## config.mk

```make
export PLATFORM = sky130hd
export DESIGN_NAME = conv_window_gen
export DESIGN_NICKNAME = d
export VERILOG_FILES = /design/src/rtl/conv_window_gen.sv
export SDC_FILE = /design/constraint.sdc
export NUM_CORES = 1
export LEC_CHECK = 0
export CAP_MARGIN = 20
export CORE_MARGIN = 2
export CORE_UTILIZATION = 37
export CTS_CLUSTER_SIZE = 24
export DETAILED_ROUTE_END_ITERATION = 10
export PLACE_DENSITY = 0.68
export SLEW_MARGIN = 30
export SYNTH_ARGS = -nofsm -noshare
export SYNTH_HDL_FRONTEND = slang
export SYNTH_SLANG_ARGS = --single-unit
```

## constraint.sdc

```tcl
create_clock -name clk -period 44.1 [get_ports clk]
set_input_delay 6.615 -clock clk [delete_from_list [all_inputs] [get_ports clk]]
set_output_delay 6.615 -clock clk [all_outputs]
set_load 0.01 [all_outputs]
```

## src/rtl/conv_window_gen.sv

```systemverilog
// conv_window_gen: parametrised KxK sliding-window generator.
//
// Takes a raster-order pixel stream and presents a full KxK window for every output
// position selected by STRIDE. The pixels pass through a (K-1)*IMG_W+K deep shift
// register, and each window slot is read from a fixed tap in that register.
//
// Ports:
//   clk, rst          clock; asynchronous active-high reset
//   i_data/i_valid    input pixel and its valid
//   i_ready           pixel can be accepted this cycle
//   o_win             K*K pixels; slot r*K+c = pixel (o_row+r, o_col+c)
//   o_valid/o_ready   window handshake
//   o_row/o_col       top-left position of the presented window
//   o_last            (CONV_WINDOW_GEN_LAST_EN only) final window of the frame
//
// Optional feature macro: CONV_WINDOW_GEN_LAST_EN adds the o_last output.

module conv_window_gen #(
   parameter int unsigned DATA_WIDTH = 32,
   parameter int unsigned IMG_W      = 7,
   parameter int unsigned IMG_H      = 7,
   parameter int unsigned K          = 3,
   parameter int unsigned STRIDE     = 1
) (
   input  logic                           clk,
   input  logic                           rst,
   input  logic [DATA_WIDTH-1:0]          i_data,
   input  logic                           i_valid,
   output logic                           i_ready,
   output logic [K*K*DATA_WIDTH-1:0]      o_win,
   output logic                           o_valid,
   input  logic                           o_ready,
   output logic [15:0]                    o_row,
   output logic [15:0]                    o_col
`ifdef CONV_WINDOW_GEN_LAST_EN
   ,
   output logic                           o_last
`endif
);

   localparam int unsigned DEPTH = (K - 1) * IMG_W + K;
   localparam int unsigned CW    = (IMG_W > 1) ? $clog2(IMG_W) : 1;
   localparam int unsigned RW    = (IMG_H > 1) ? $clog2(IMG_H) : 1;

   logic [DATA_WIDTH-1:0] sr_q [DEPTH];
   logic [CW-1:0]         col_q, col_d;
   logic [RW-1:0]         row_q, row_d;
   logic                  accept;
   logic                  qualify;
   logic                  col_wrap, row_wrap;
   logic [15:0]           row_off, col_off;

   assign i_ready = !o_valid || o_ready;
   assign accept  = i_valid && i_ready;

   // Offsets wrap for positions above/left of the first window; the range gate masks them.
   assign row_off = 16'(row_q) - 16'(K - 1);
   assign col_off = 16'(col_q) - 16'(K - 1);

   assign qualify = (16'(row_q) >= 16'(K - 1)) && (16'(col_q) >= 16'(K - 1)) &&
                    ((row_off % 16'(STRIDE)) == 16'd0) &&
                    ((col_off % 16'(STRIDE)) == 16'd0);

`ifdef CONV_WINDOW_GEN_LAST_EN
   localparam int unsigned LAST_ROW0 = ((IMG_H - K) / STRIDE) * STRIDE;
   localparam int unsigned LAST_COL0 = ((IMG_W - K) / STRIDE) * STRIDE;

   logic is_last;
   assign is_last = (row_off == 16'(LAST_ROW0)) && (col_off == 16'(LAST_COL0));
`endif

   assign col_wrap = (col_q == CW'(IMG_W - 1));
   assign row_wrap = (row_q == RW'(IMG_H - 1));

   // Position of the next pixel; wraps straight into the next frame.
   always_comb begin
      col_d = col_q;
      row_d = row_q;
      if (accept) begin
         if (col_wrap) begin
            col_d = '0;
            row_d = row_wrap ? '0 : row_q + 1'b1;
         end else begin
            col_d = col_q + 1'b1;
         end
      end
   end

   always_ff @(posedge clk or posedge rst) begin
      if (rst) begin
         for (int unsigned i = 0; i < DEPTH; i++) begin
            sr_q[i] <= '0;
         end
      end else if (accept) begin
         sr_q[0] <= i_data;
         for (int unsigned i = 1; i < DEPTH; i++) begin
            sr_q[i] <= sr_q[i-1];
         end
      end
   end

   always_ff @(posedge clk or posedge rst) begin
      if (rst) begin
         row_q   <= '0;
         col_q   <= '0;
         o_valid <= 1'b0;
         o_row   <= '0;
         o_col   <= '0;
`ifdef CONV_WINDOW_GEN_LAST_EN
         o_last  <= 1'b0;
`endif
      end else begin
         row_q <= row_d;
         col_q <= col_d;
         // A qualifying accept wins over a same-edge handshake so no window is lost.
         if (accept && qualify) begin
            o_valid <= 1'b1;
            o_row   <= row_off;
            o_col   <= col_off;
`ifdef CONV_WINDOW_GEN_LAST_EN
            o_last  <= is_last;
`endif
         end else if (o_ready) begin
            o_valid <= 1'b0;
         end
      end
   end

   // Entry 0 holds the bottom-right pixel once the window's last pixel has been accepted.
   for (genvar r = 0; r < K; r++) begin : g_row
      for (genvar c = 0; c < K; c++) begin : g_col
         assign o_win[(r*K+c)*DATA_WIDTH +: DATA_WIDTH] = sr_q[(K-1-r)*IMG_W + (K-1-c)];
      end
   end

endmodule
```

==> results.md, run 1 <==
- The flow ran to the end, and the final reports show no timing, DRC or antenna violations.
- At the end of the flow the core is filled with cells to 0.444.
- From synthesis to final layout, the design area changed by 18.2%.
- The fmax is 68.0 MHz.
- The global-route met3 utilization is 0.0447.
- Clock-pin slew was measured on the worst setup and hold paths at 0.06 ns.
- In the finished design, the share of the clock period the worst path needs comes to 0.333.
- TritonCTS built the clock tree.
- The portion of total power attributed to sequential cells is 0.438.
- The filler cells instantiated in the layout total 6,089.
- The effective utilization at floorplan is 0.375.
- Of the cells placed in the final design, the portion with a size suffix greater than 1 is 0.0462.
- Synthesis produced a netlist whose cell count is 2,676.
- The count of yosys warnings during synthesis is 0.
- The initial antenna violation count is 0.
- Summing all placed instances gives a cell area of 25,200 um^2.
- Of the post-synthesis cell area, the dominant cell type holds 0.602.
- The analysis attributes to cell leakage a power of 14.6 nW.
- The total net switching power is 0.000658 W.
- The total half-perimeter wirelength after legalization and detailed placement is 31.2 mm.
- The H-tree depth is 2.
- Of all flip-flops after synthesis, the portion carrying an async set or reset was 1.00.
- The detailed-route via count is 15,500.
- The first global-routing pass estimated 81.7 mm of wire.
- The cell depth of the worst hold path is 2.
- The floorplan die width is 255 um.
- The met1 track utilization from global routing is 0.219.
- Counting along the longest clock path gives a buffer depth of 3.
- The count of flip-flops with a built-in enable after synthesis is 0.
- In the synthesized netlist, the cells that appear most often are sky130_fd_sc_hd__nand2_1 (1,638), sky130_fd_sc_hd__dfrtp_1 (559), sky130_fd_sc_hd__buf_4 (312).
- The tree is rooted in a sky130_fd_sc_hd__clkbuf_16.
- The number of top-level pins is 358.
- The maximum fanout encountered on the critical timing path is 5.
- The worst-case clock skew is 0.0215 ns.
- The clock drives 559 sinks.
- Routability-driven placement finished with a final weighted congestion of 0.744.
- The height of the chip is 255 um.
- The critical path required time is 37.49 ns.
- The count of endpoints failing hold in the final timing report came to 0.
- The distinct cell type count after synthesis is 28.
- The number of nets handed over by synthesis was 2,714.
- The setup TNS is 0 ns.
- The pin count of the biggest net entering global routing is 236.
- The slew of the pin with the lowest slew margin is 0.801 ns.
- The synthesized design contains 559 register bits.
- In the global route stage, overall resource usage came out at 0.156.
- The routing layer with the top usage in global route is met2.
- The class of the tightest hold or removal check is register to register.
- Using the TritonRoute via totals, the vias-per-cell ratio works out to 4.36.
- In this run, CTS created clock tree buffers numbering 60.
- Power spread over the standard cell area amounts to 72.5 nW/um^2.
- The max-slew violation count is 0.
- The commonest register cell after synthesis is sky130_fd_sc_hd__dfrtp_1.
- The wire length per cell after detailed routing is 14.2 um.
- At the end of the flow, the number of nets in the layout was 2,716.
- The post-synthesis average cell area is 8.69 um^2.
- Of the total power, the share spent switching nets is 0.330.
- After detailed routing, the number of remaining DRC violations is 0.
- The number of port buffers is 357.
- The number of core rows is 91.
- By startpoint and endpoint, the worst setup path is classified as input port to primary output.
- Once the clock tree was built, the setup fixing pass inserted 0 buffers.
- Counting I/O delays and the setup requirement, the final critical path takes 14.71 ns.
- The endpoint type of the worst setup path is a primary output.
- The region available for standard cell placement spans 61,900 um^2.
- The number of global-route vias before repair is 14,800.
- The die covers 64,900 um^2.
- The number of diodes added for antenna fixing is 0.
- Summing all multi-input logic gate instances after layout gives 6430 um^2.
- Measured against its own limit, the worst slew margin works out to 0.466.
- The cell area that synthesis handed to floorplanning was 23,200 um^2.
- Counting cells, the worst reg-to-reg path comes to 8.
- The final critical-path setup slack is 29.39 ns.
- The worst endpoint data arrival time is 8.09 ns.
- The fraction of met2 tracks used by global routing is 0.238.
- For this run, the register share of the synthesized area comes to 0.602.
- Setup violations remaining at the end of the flow were counted as 0.
- Sorting the synthesized cells by area gives the leading types as sky130_fd_sc_hd__dfrtp_1 (60%), sky130_fd_sc_hd__nand2_1 (26%), sky130_fd_sc_hd__buf_4 (10%), sky130_fd_sc_hd__clkbuf_1 (1.9%), sky130_fd_sc_hd__inv_1 (0.16%).
- The share of total power dissipated in combinational logic is 0.293.
- After detailed routing, the total wire length is 50.7 mm.
- The detailed router finished its first iteration with 1,158 violations.
- The detail route stage leaves a number of antenna-violating nets equal to 0.
- The count of hold-fix buffers inserted at cts is 0.
- The quantity of gates resized following cts is 0.
- STA classifies the critical path startpoint as an input port.
- The most numerous cell in the Yosys netlist is sky130_fd_sc_hd__nand2_1.
- Of the total power, the clock network draws 0.269.
- The overall overflow remaining after global route is 0.
- At the later pin of the worst-skew pair, clock insertion delay measures 0.62 ns.
- The number of max-cap violations is 0.
- The highest ir drop seen on vdd is 0.0000351 V.
- The internal power of the cells totals 0.00134 W.
- The finished cells cover 27,500 um^2.
- Before antenna repair, the detailed router went through 5 iterations.
- The area occupied by registers is 14,000 um^2.
- Setup repair after global routing left no endpoint under its margin.
- The final hold slack is 0.455 ns.
- The cell accounting for the most synthesized area is sky130_fd_sc_hd__dfrtp_1.
- The worst slack at placement is 29.39 ns.
[cells by family (layout without fill, tap and decap cells)]
group           count (synthesis)  after routing  share of synthesized area
buf+inv                       443            496                      0.122
flops                         559            559                      0.602
fa+ha+maj                       2              2                    0.00108
simple gates                 1650           1650                      0.267
mux                             5              5                    0.00264
compound gates                 17             17                    0.00517
[worst max-delay path, cell delays in order]
cell                              delay (ns)
sky130_fd_sc_hd__clkdlybuf4s50_1        0.40
sky130_fd_sc_hd__nor2b_1                0.39
sky130_fd_sc_hd__inv_1                  0.17
sky130_fd_sc_hd__clkdlybuf4s50_1        0.51
[worst paths after layout]
kind                                        from  slack [ns]                      to
hold / removal             sr_q[447]$_DFFE_PP0P_        0.46   sr_q[415]$_DFFE_PP0P_
hold reg to reg            sr_q[447]$_DFFE_PP0P_        0.46   sr_q[415]$_DFFE_PP0P_
min in group asynchronous                    rst        6.53    o_win[2]$_DFFE_PP0P_
setup / recovery                         o_ready       29.39                 i_ready
max in group asynchronous                    rst       35.77   sr_q[223]$_DFFE_PP0P_
setup reg to reg             o_valid$_DFFE_PP0P_       40.40  o_win[275]$_DFFE_PP0P_
[registers in the layout (all words and copies together) (netlist names)]
name,flops
sr_q,256
row_q,3
o_col,4
o_win,288
o_valid,1
col_q,3
o_row,4
[cell usage in the layout (no fill, tap or decap), types with 4 or more instances in the layout]
cell type	instances
sky130_fd_sc_hd__a21oi_1	4
sky130_fd_sc_hd__buf_6	8
sky130_fd_sc_hd__bufinv_16	9
sky130_fd_sc_hd__clkinvlp_4	4
sky130_fd_sc_hd__clkbuf_8	11
sky130_fd_sc_hd__nor2_1	4
sky130_fd_sc_hd__clkinv_2	12
sky130_fd_sc_hd__clkbuf_16	61
sky130_fd_sc_hd__nand2_1	1637
sky130_fd_sc_hd__dfrtp_1	559
sky130_fd_sc_hd__clkdlybuf4s50_1	357
sky130_fd_sc_hd__clkbuf_1	12
sky130_fd_sc_hd__inv_1	9
[metal layers]
metal	wire length [um]	part of all wire	up-vias
met1	23500	0.46	7348
met2	23000	0.45	340
met4	856	0.017	0
li1	-	-	7803
met3	3330	0.066	51
met5	0	0	-
[power by group through the flow]
stage                     registers [W]  logic [W]  clock network, W
final                          0.000874   0.000584          0.000535
after global routing           0.000904   0.000654          0.000574
after CTS                      0.000877   0.000593          0.000554
after detailed placement       0.000884   0.000589                 0
after global placement         0.000881   0.000578                 0
after floorplan                0.000832   0.000447                 0
[through the flow]
step                cells  total power [W]
floorplan            2676          0.00128
global placement     3450          0.00146
detailed placement   3450          0.00147
CTS                  3563          0.00202
global route         3566          0.00213
finish               3566          0.00199
[layout make-up]
type | instances | area share
multi-input combinational | 1674 | 0.234
tap | 837 | 0.0381
sequential | 559 | 0.509
clock buffer | 84 | 0.0627
inverter | 10 | 0.00182
timing repair buffer | 373 | 0.139
clock inverter | 29 | 0.0154
(Power assumes the default switching activity.)
==> run 2, diff against run 1 <==
clock period = 14.7 ns   (was 44.1 ns; I/O delays follow)
==> run 2 against run 1 <==
Net effect: global-route usage about the same; design area shrank 0.48%; largest cell class unchanged; via count down 0.19%; clock power grew to 2.9 times the previous value; final cell count fell by 0.11%; first-iteration DRC count increased by 19%; clock-buffer cell count did not move; worst setup slack got worse by 21 ns; largest power group unchanged; register-to-register slack worse by 29 ns; critical path depth unchanged; worst hold slack improved by 0.00087 ns.
==> results.md, run 2 (synthesis results as in run 1) <==
- The area after detailed placement was 25,200 um^2 (about the same).
- The number of global-route vias before repair came to 14,800 (-0.074%).
- The clock tree buffer depth is 3 (unchanged).
- The core outline area is 61,900 um^2 (unchanged).
- The total routed wire length on the met1 layer came to 23.4 mm (-0.48%).
- The post-route cell area is 27,400 um^2 (-0.48%).
- The highest ir drop seen on vdd came to 0.000117 V (+230%).
- The number of violations reported at the end of detailed-routing iteration 0 was 1,379 (+19%).
- The endpoint type of the worst setup path is a primary output.
- Setup repair after global routing left no endpoint under its margin.
- The number of antenna-violating nets in the routed design is 0 (unchanged).
- The number of detailed-route iterations in the first pass is 5 (unchanged).
- The height of the chip is 255 um (unchanged).
- The share of post-route cells with drive strength above 1 is 0.0440 (-0.00213).
- The H-tree depth is 2 (unchanged).
- The portion of total power attributed to combinational logic was 0.294 (about the same).
- The max-slew violation count is 0 (unchanged).
- The setup TNS was 0 ns (unchanged).
- The detailed-route via count was 15,500 (-0.19%).
- The relative max-transition margin came to 0.407 (-0.0594).
- The class of the tightest hold or removal check is register to register.
- The run finished with clean final reports.
- The wire length reported by the detailed router is 50.4 mm (-0.72%).
- The portion of total power attributed to sequential cells is 0.445 (+0.007).
- The clock tree root driver cell is sky130_fd_sc_hd__clkbuf_16.
- The number of top-level pins is 358 (unchanged).
- The cell depth of the worst hold path is 2 (unchanged).
- The total net switching power is 0.00197 W (+200%).
- The nature of the critical path startpoint is an input port.
- The slew of the pin with the lowest slew margin is 0.890 ns (+0.0890 ns).
- The pin count of the biggest net entering global routing is 235 (-0.42%).
- The global-route wire length before repair was 81.8 mm (+0.15%).
- The wire length per cell after detailed routing is 14.1 um (-0.61%).
- The uppermost layer routed is met4.
- The number of diodes added for antenna fixing is 0 (unchanged).
- The cell count of the worst reg-to-reg path was 8 (unchanged).
- The internal power is 0.00395 W (+200%).
- The number of core rows came to 91 (unchanged).
- The effective utilization at floorplan is 0.375 (unchanged).
- Based on the critical path, the design can be clocked at up to 170 MHz.
- The clock latency on the worst-skew pair was 0.61 ns (about the same).
- The number of port buffers came to 357 (unchanged).
- The final weighted congestion of routability-driven global placement is 0.742 (-0.24%).
- In the finished design, the share of the clock period the worst path needs comes to 0.400.
- The clock slew at the register clock pins of the worst setup and hold paths is 0.06 ns (about the same).
- The TritonCTS buffer count is 59 (-1.7%).
- The overall overflow remaining after global route is 0 (unchanged).
- The count of hold-fix buffers inserted at cts is 0 (unchanged).
- The worst setup path is of the input port to primary output kind.
- The TritonCTS sink count is 559 (unchanged).
- The worst endpoint data arrival time was 3.67 ns (-4.42 ns).
- The buffer count from post-CTS setup fixing is 0 (unchanged).
- The floorplan die width is 255 um (unchanged).
- The number of max-cap violations is 0 (unchanged).
- The clock network fraction of design power came to 0.261 (-0.008).
- The switching share of total power was 0.333 (+0.00231).
- The setup violation total in the final timing report is 0 (unchanged).
- The maximum fanout encountered on the critical timing path is 5 (unchanged).
- The total length of routed met2 wires is 22.8 mm (-0.87%).
- The worst register-to-register path ends at o_win[125]$_DFFE_PP0P_.
- The worst-case clock skew is 0.0161 ns (-0.00540 ns).
- The clock tree from TritonCTS is built.
- The quantity of gates resized following cts came to 0 (unchanged).
- The area of the die was 64,900 um^2 (unchanged).
- The number of flip-flops in the largest register is 288 (unchanged).
- The total half-perimeter wirelength after legalization and detailed placement is 31.4 mm (+0.69%).
- The overall track demand over capacity in global routing is 0.156 (about the same).
- The count of filler cells inserted in the layout is 6,091 (+0.033%).
- The critical path required time came to 12.49 ns (-25.00 ns).
- The most frequent standard cell in the layout excluding fill and tap cells is sky130_fd_sc_hd__nand2_1.
- The wire length on met3 is 3.42 mm (+2.9%).
- The setup slack of the worst register-to-register path is 11.45 ns (-28.95 ns).
- The static power due to leakage is 14.5 nW (-0.35%).
- The startpoint of the most critical register-to-register path is o_valid$_DFFE_PP0P_.
- The number of vias per cell after detailed routing was 4.36 (about the same).
- The total number of nets in the final design is 2,715 (-0.037%).
- The total DRC errors in the routed layout was 0 (unchanged).
- The sink of the worst hold path is sr_q[344]$_DFFE_PP0P_.
- The count of endpoints failing hold in the final timing report came to 0 (unchanged).
- Relative to the synthesized area, the layout overhead comes to 17.7%.
- The cell area power density is 216 nW/um^2 (+200%).
- Subtracting the final worst setup slack from the clock period gives 5.88 ns.
- The initial antenna violation count is 0 (unchanged).
- The library cells used most frequently in the layout, excluding fill and tap cells, are sky130_fd_sc_hd__nand2_1 (1,637), sky130_fd_sc_hd__dfrtp_1 (559), sky130_fd_sc_hd__clkdlybuf4s50_1 (357).
- The startpoint of the worst hold path is sr_q[376]$_DFFE_PP0P_.
==> run 2: changes by cell type in the layout (fill, tap and decap cells not counted), sizes merged <==
cell / delta
bufinv: -2
inv: +1
clkinv: -1
clkinvlp: -2
==> run 2: worst max-delay path, cell delays in order <==
cell,delay (ns)
sky130_fd_sc_hd__clkdlybuf4s50_1,0.40
sky130_fd_sc_hd__nor2b_1,0.38
sky130_fd_sc_hd__inv_1,0.16
sky130_fd_sc_hd__clkdlybuf4s50_1,0.52
==> run 2: cell type report <==
type | instances | area, um^2 | area share
Sequential cell | 559 | 14000 | 0.511
Multi-Input combinational cell | 1674 | 6430 | 0.235
Timing Repair Buffer | 373 | 3800 | 0.139
Tap cell | 837 | 1050 | 0.0383
Inverter | 10 | 41.3 | 0.00151
Clock inverter | 25 | 350 | 0.0128
Clock buffer | 84 | 1690 | 0.0618
==> run 2: layer usage <==
layer	up-vias	global-route usage
met5	-	0
met4	0	0.0319
met3	56	0.0436
met2	341	0.241
met1	7317	0.219
li1	7799	-
==> run 2: power groups by stage <==
stage	Clock, W	Combinational (W)	Sequential (W)
2_1_floorplan	0	0.00134	0.00250
3_3_place_gp	0	0.00173	0.00266
3_5_place_dp	0	0.00176	0.00267
4_1_cts	0.00160	0.00177	0.00265
5_1_grt	0.00166	0.00196	0.00273
6_report	0.00155	0.00174	0.00263
==> run 2: worst max path at each step <==
stage | slack (ns) | end | start
4_1_cts | 8.83 | i_ready | o_ready
2_1_floorplan | 4.89 | col_q[0]$_DFFE_PP0P_ | rst
6_report | 8.82 | i_ready | o_ready
3_5_place_dp | 8.83 | i_ready | o_ready
3_3_place_gp | 8.86 | i_ready | o_ready
5_1_grt | 8.73 | i_ready | o_ready
==> run 2: through the flow <==
| step | power [W] | hold WS [ns] | worst slack [ns] | cells | util |
|---|---|---|---|---|---|
| CTS | 0.00601 | 0.448 | 8.83 | 3560 | 0.441 |
| floorplan | 0.00384 | 0.439 | 4.89 | 2676 | - |
| global placement | 0.00439 | 0.444 | 8.86 | 3451 | 0.407 |
| global route | 0.00634 | 0.476 | 8.73 | 3562 | 0.442 |
| finish | 0.00592 | 0.456 | 8.82 | 3562 | 0.442 |
| detailed placement | 0.00443 | 0.448 | 8.83 | 3451 | 0.408 |
